File: src/rtl/uart_byte_rx.sv
// uart_byte_rx: 16x-oversampled UART byte receiver. The frame is 8N1 by default.
// Defining UART_PARITY_EN switches it to 8E1 and enables parity_err.
module uart_byte_rx #(
    parameter int CLK_FREQ = 100000000,
    parameter int BAUD     = 115200
) (
    input  logic       clk,
    input  logic       reset,
    input  logic       rx,
    output logic [7:0] color,
    output logic       ready,
    output logic       busy,
    output logic       frame_err,
    output logic       parity_err
);
    // state     | meaning
    // IDLE      | line idle, waiting for a falling edge on synchronized rx
    // START     | confirming the start bit is still low at its midpoint
    // DATA      | sampling 8 data bits at mid-bit, LSB first
    // PARITY    | sampling the even-parity bit (UART_PARITY_EN only)
    // STOP      | checking the stop bit and issuing ready / frame_err / parity_err
    // WAIT_HIGH | after a framing error, holding off until the line returns high
    localparam int DIV   = (CLK_FREQ + BAUD * 8) / (BAUD * 16);
    localparam int DIV_W = (DIV > 1) ? $clog2(DIV) : 1;
    localparam logic [DIV_W-1:0] DIV_LAST = DIV_W'(DIV - 1);

    localparam logic [2:0] S_IDLE      = 3'd0;
    localparam logic [2:0] S_START     = 3'd1;
    localparam logic [2:0] S_DATA      = 3'd2;
    localparam logic [2:0] S_STOP      = 3'd3;
    localparam logic [2:0] S_WAIT_HIGH = 3'd4;
`ifdef UART_PARITY_EN
    localparam logic [2:0] S_PARITY    = 3'd5;
`endif

    logic [2:0]       state;
    logic             rx_meta;
    logic             rx_sync;
    logic             rx_prev;
    logic [1:0]       sync_fill;
    logic [DIV_W-1:0] div_cnt;
    logic [3:0]       tick_cnt;
    logic [2:0]       bit_cnt;
    logic [7:0]       shreg;
    logic             tick;
    logic             start_edge;
    logic             mid_bit;
`ifdef UART_PARITY_EN
    logic             par_bit;
`endif

    // rx_prev only holds real line samples once the synchronizer has flushed its
    // reset value, so a line already low at reset release never looks like a start edge.
    always_ff @(posedge clk or posedge reset) begin
        if (reset) begin
            rx_meta   <= 1'b1;
            rx_sync   <= 1'b1;
            sync_fill <= 2'b00;
            rx_prev   <= 1'b0;
        end else begin
            rx_meta   <= rx;
            rx_sync   <= rx_meta;
            sync_fill <= {sync_fill[0], 1'b1};
            rx_prev   <= sync_fill[1] & rx_sync;
        end
    end

    assign start_edge = (state == S_IDLE) && rx_prev && !rx_sync;
    assign tick       = (div_cnt == DIV_LAST);
    assign mid_bit    = tick && ((state == S_START) ? (tick_cnt == 4'd7) : (tick_cnt == 4'd15));
    assign busy       = (state != S_IDLE);

    always_ff @(posedge clk or posedge reset) begin
        if (reset) begin
            div_cnt <= '0;
        end else if (start_edge || tick) begin
            div_cnt <= '0;
        end else begin
            div_cnt <= div_cnt + 1'b1;
        end
    end

`ifndef UART_PARITY_EN
    assign parity_err = 1'b0;
`endif

    always_ff @(posedge clk or posedge reset) begin
        if (reset) begin
            state     <= S_IDLE;
            tick_cnt  <= 4'd0;
            bit_cnt   <= 3'd0;
            shreg     <= 8'h00;
            color     <= 8'h00;
            ready     <= 1'b0;
            frame_err <= 1'b0;
`ifdef UART_PARITY_EN
            par_bit    <= 1'b0;
            parity_err <= 1'b0;
`endif
        end else begin
            ready     <= 1'b0;
            frame_err <= 1'b0;
`ifdef UART_PARITY_EN
            parity_err <= 1'b0;
`endif
            if (start_edge) begin
                tick_cnt <= 4'd0;
            end else if (tick) begin
                tick_cnt <= mid_bit ? 4'd0 : tick_cnt + 4'd1;
            end

            case (state)
                S_IDLE: begin
                    if (start_edge) begin
                        state   <= S_START;
                        bit_cnt <= 3'd0;
                    end
                end
                S_START: begin
                    if (mid_bit) begin
                        state <= rx_sync ? S_IDLE : S_DATA;
                    end
                end
                S_DATA: begin
                    if (mid_bit) begin
                        shreg   <= {rx_sync, shreg[7:1]};
                        bit_cnt <= bit_cnt + 3'd1;
                        if (bit_cnt == 3'd7) begin
`ifdef UART_PARITY_EN
                            state <= S_PARITY;
`else
                            state <= S_STOP;
`endif
                        end
                    end
                end
`ifdef UART_PARITY_EN
                S_PARITY: begin
                    if (mid_bit) begin
                        par_bit <= rx_sync;
                        state   <= S_STOP;
                    end
                end
`endif
                S_STOP: begin
                    // Leaving at mid stop bit leaves half a bit to catch a back-to-back start edge.
                    if (mid_bit) begin
                        if (!rx_sync) begin
                            frame_err <= 1'b1;
                            state     <= S_WAIT_HIGH;
                        end
`ifdef UART_PARITY_EN
                        else if (par_bit != ^shreg) begin
                            parity_err <= 1'b1;
                            state      <= S_IDLE;
                        end
`endif
                        else begin
                            ready <= 1'b1;
                            color <= shreg;
                            state <= S_IDLE;
                        end
                    end
                end
                S_WAIT_HIGH: begin
                    if (rx_sync) begin
                        state <= S_IDLE;
                    end
                end
                default: state <= S_IDLE;
            endcase
        end
    end
endmodule

File: config.mk
export PLATFORM = sky130hd
export DESIGN_NAME = uart_byte_rx
export DESIGN_NICKNAME = d
export VERILOG_FILES = /design/src/rtl/uart_byte_rx.sv
export SDC_FILE = /design/constraint.sdc
export NUM_CORES = 1
export LEC_CHECK = 0
export CAP_MARGIN = 20
export CORE_ASPECT_RATIO = 0.8
export CORE_MARGIN = 4
export CORE_UTILIZATION = 50
export CTS_CLUSTER_SIZE = 25
export DETAILED_ROUTE_END_ITERATION = 8
export GPL_TIMING_DRIVEN = 0
export PLACE_DENSITY = 0.71
export SLEW_MARGIN = 5
export SYNTH_ARGS = -nofsm -noshare
export SYNTH_HDL_FRONTEND = slang
export SYNTH_SLANG_ARGS = --single-unit
File: constraint.sdc
create_clock -name clk -period 5.73 [get_ports clk]
set_input_delay 1.146 -clock clk [delete_from_list [all_inputs] [get_ports clk]]
set_output_delay 1.146 -clock clk [all_outputs]
set_load 0.05 [all_outputs]
==> out/results.ini <==
[detailed_routing]
vias=1074
route.detailed.drc=0
wire_per_inst_um=14.9
routed_wirelength_um=2930
via_per_inst=5.45
drt_iter0_drc=39
dr.pass1.iters=6
postRouteAntennaNets=0

[pwr]
leakagePower_nw=0.914
power_density_nw_per_um2=322
ir_drop_v=0.000206

[clocking]
cts_root_buffer=clkbuf_8
clock_sinks=39
cts.repair.resized=0
cts_tree=done
cts_buffers=5
ctsHoldBuffers=0
clock_latency_ns=0.29
cts_max_path_buffers=2
cts_setup_buffers=0
htree_levels=2
clk_pin_slew_worst_paths_ns=0.07

[placement]
pre_cts_slack_ns=2.89
io_buffers=13
gp_congestion=0.740
dp_hpwl_um=2010

[cells_and_area]
areaGrowthSynthToFinish_pct=17.2
final_layout_size_suffix_gt1_frac=0.236
diodes=0
layout.nets=164

[sta]
final_max_slew_viol_count=0
max_slew.worst_pin.slew_ns=0.788
hold_viol_final=0
tns_ns=0
max_slew_margin=0.474
setup_viol=0
finalCritPeriodShare=0.546
setup_ws_ns=2.60
rsz0062_at_grt=false
clock-skew-final_ns=0.0118
finalCriticalPeriod_ns=3.13
clock.fmax_ghz=0.320

[synthesis]
syn_inst=136
yosys.area_share.simple=0.156
synth_top_area_cell=dfrtp_1
syn_area_um2=1680
synth-edff-count=0
synth_fp_nets=144
synth_most_common_cell=dfrtp_1
ys_seq_area_frac=0.581
synth_compound_area_frac=0.0245
synthFlopType=dfrtp_1
yosys.area_share.adder=0.0371
synth_warnings=0
synth_xor_area_frac=0.0260
syn_avg_cell_area_um2=12.4
synth_top_family_by_area=simple AND/OR/NAND/NOR gates
synthMuxAreaShare=0.146
synth_top_area_frac=0.550
ys_ff_latch=39
synth_area_leaders=dfrtp_1 55%, mux2_2 11%, ha_1 3.7%
synth_cell_types=32
synth_common_cells=37 x dfrtp_1, 16 x mux2_2, 12 x nor2_1
async_flop_share=1.00

[global_route]
met3_usage=0.0555
use_met1=0.200
grt_overflow=0
track_usage=0.158
grt_first_pass_wirelength_um=5180
grt_pass1_vias=1122
antenna_found_initial=0
grtUsageMet2=0.243
top_usage_layer=met2
grt_max_degree=40

[floorplan]
die_h_um=59.9
die_area_um2=4370
rows=18
ios=15
initial_core_util=0.534
core-area_um2=3150
die_w_um=72.9

[worst_setup_path]
slowest_stage=clkdlybuf4s50_1
slowest_delay_ns=0.72
critPathKind=reg2out
reg2reg_from=state[0]$_DFFE_PP0P_
startpoint=state[1]$_DFFE_PP0P_
r2r-end=shreg[0]$_DFFE_PP0P_
r2r_cells=5
rrSetupSlack_ns=3.31
endpoint=busy
arrival_ns=1.98
cp_max_fo=7
crit_chain=or3_2 -> clkdlybuf4s50_1
setup.worst_path.start_class=flip-flop
cp-end-kind=output pin
worst_ep_required_time_ns=4.58

[outcome]
outcome=finished, final reports clean

[worst_hold_path]
min_path_type=reg2reg

[job]
drv_cap=0

stage by stage:
stage	hold WS [ns]	total power, W	instance area (um2)	instances	util
detailed placement	0.347	0.000418	1860	189	0.591
finish	0.357	0.000635	1970	197	0.626
global placement	0.335	0.000409	1860	189	0.591
global route	0.368	0.000674	1970	197	0.626
CTS	0.358	0.000640	1970	197	0.626
floorplan	0.331	0.000397	1680	136	-
layout make-up:
class                           count  area [um2]
Buffer                              3        20.0
Clock buffer                        6        72.6
Clock inverter                      2        37.5
Fill cell                         249        1180
Inverter                            6        22.5
Multi-Input combinational cell     88         663
Sequential cell                    39         978
Tap cell                           40        50.0
Timing Repair Buffer               13         130
sequential cells by signal (all words and copies together), names as in the netlist:
signal and count:
color 8, shreg 8, div_cnt 6, tick_cnt 4, bit_cnt 3, state 3
sync_fill 2, frame_err 1, ready 1, rx_meta 1, rx_prev 1, rx_sync 1
worst max-delay path, delay by kind of cell (launching register included):
family                 cells  cell delay [ns]
buffers and inverters      1             0.72
AND/OR/NAND/NOR            1             0.53
flip-flops                 1             0.45
where the power goes:
| group | switching, W | internal, W |
|---|---|---|
| logic | 0.0000449 | 0.0000369 |
| registers | 0.0000261 | 0.000304 |
| clock network | 0.0000935 | 0.000130 |
| total | 0.000164 | 0.000471 |
cell usage in the layout, fill, tap and decap left out, types with 5 or more instances in the layout:
cell	netlist	final
clkbuf_8	0	5
ha_1	5	5
dfrtp_1	37	37
mux2_2	16	16
mux2i_1	5	5
inv_1	6	5
nand3_1	6	6
clkdlybuf4s50_1	0	13
nor2_1	12	12
nand2_1	10	10
how the worst min path moves through the flow:
stage	startpoint	to	slack, ns	depth (start not counted)
floorplan	sync_fill[0]$_DFF_PP0_	sync_fill[1]$_DFF_PP0_	0.33	0
global placement	sync_fill[0]$_DFF_PP0_	sync_fill[1]$_DFF_PP0_	0.34	0
detailed placement	rx_meta$_DFF_PP1_	rx_sync$_DFF_PP1_	0.35	0
CTS	rx_meta$_DFF_PP1_	rx_sync$_DFF_PP1_	0.36	0
global route	rx_meta$_DFF_PP1_	rx_sync$_DFF_PP1_	0.37	0
finish	rx_meta$_DFF_PP1_	rx_sync$_DFF_PP1_	0.36	0
logic make-up (layout without fill, tap and decap cells):
group                    count (synthesis)  count (layout)
buffers and inverters                    9              30
AND/OR/NAND/NOR                         47              47
other                                    2               2
multiplexers                            22              22
AO/OA/AOI/OAI                            7               7
flip-flops                              39              39
XOR/XNOR                                 5               5
adder cells (fa/ha/maj)                  5               5
layer usage:
metal | vias up | share of wire
li1 | 504 | -
met1 | 532 | 0.43
met2 | 32 | 0.50
met3 | 6 | 0.051
met4 | 0 | 0.017
met5 | - | 0
Note: power is estimated with default switching activity, not from simulation.
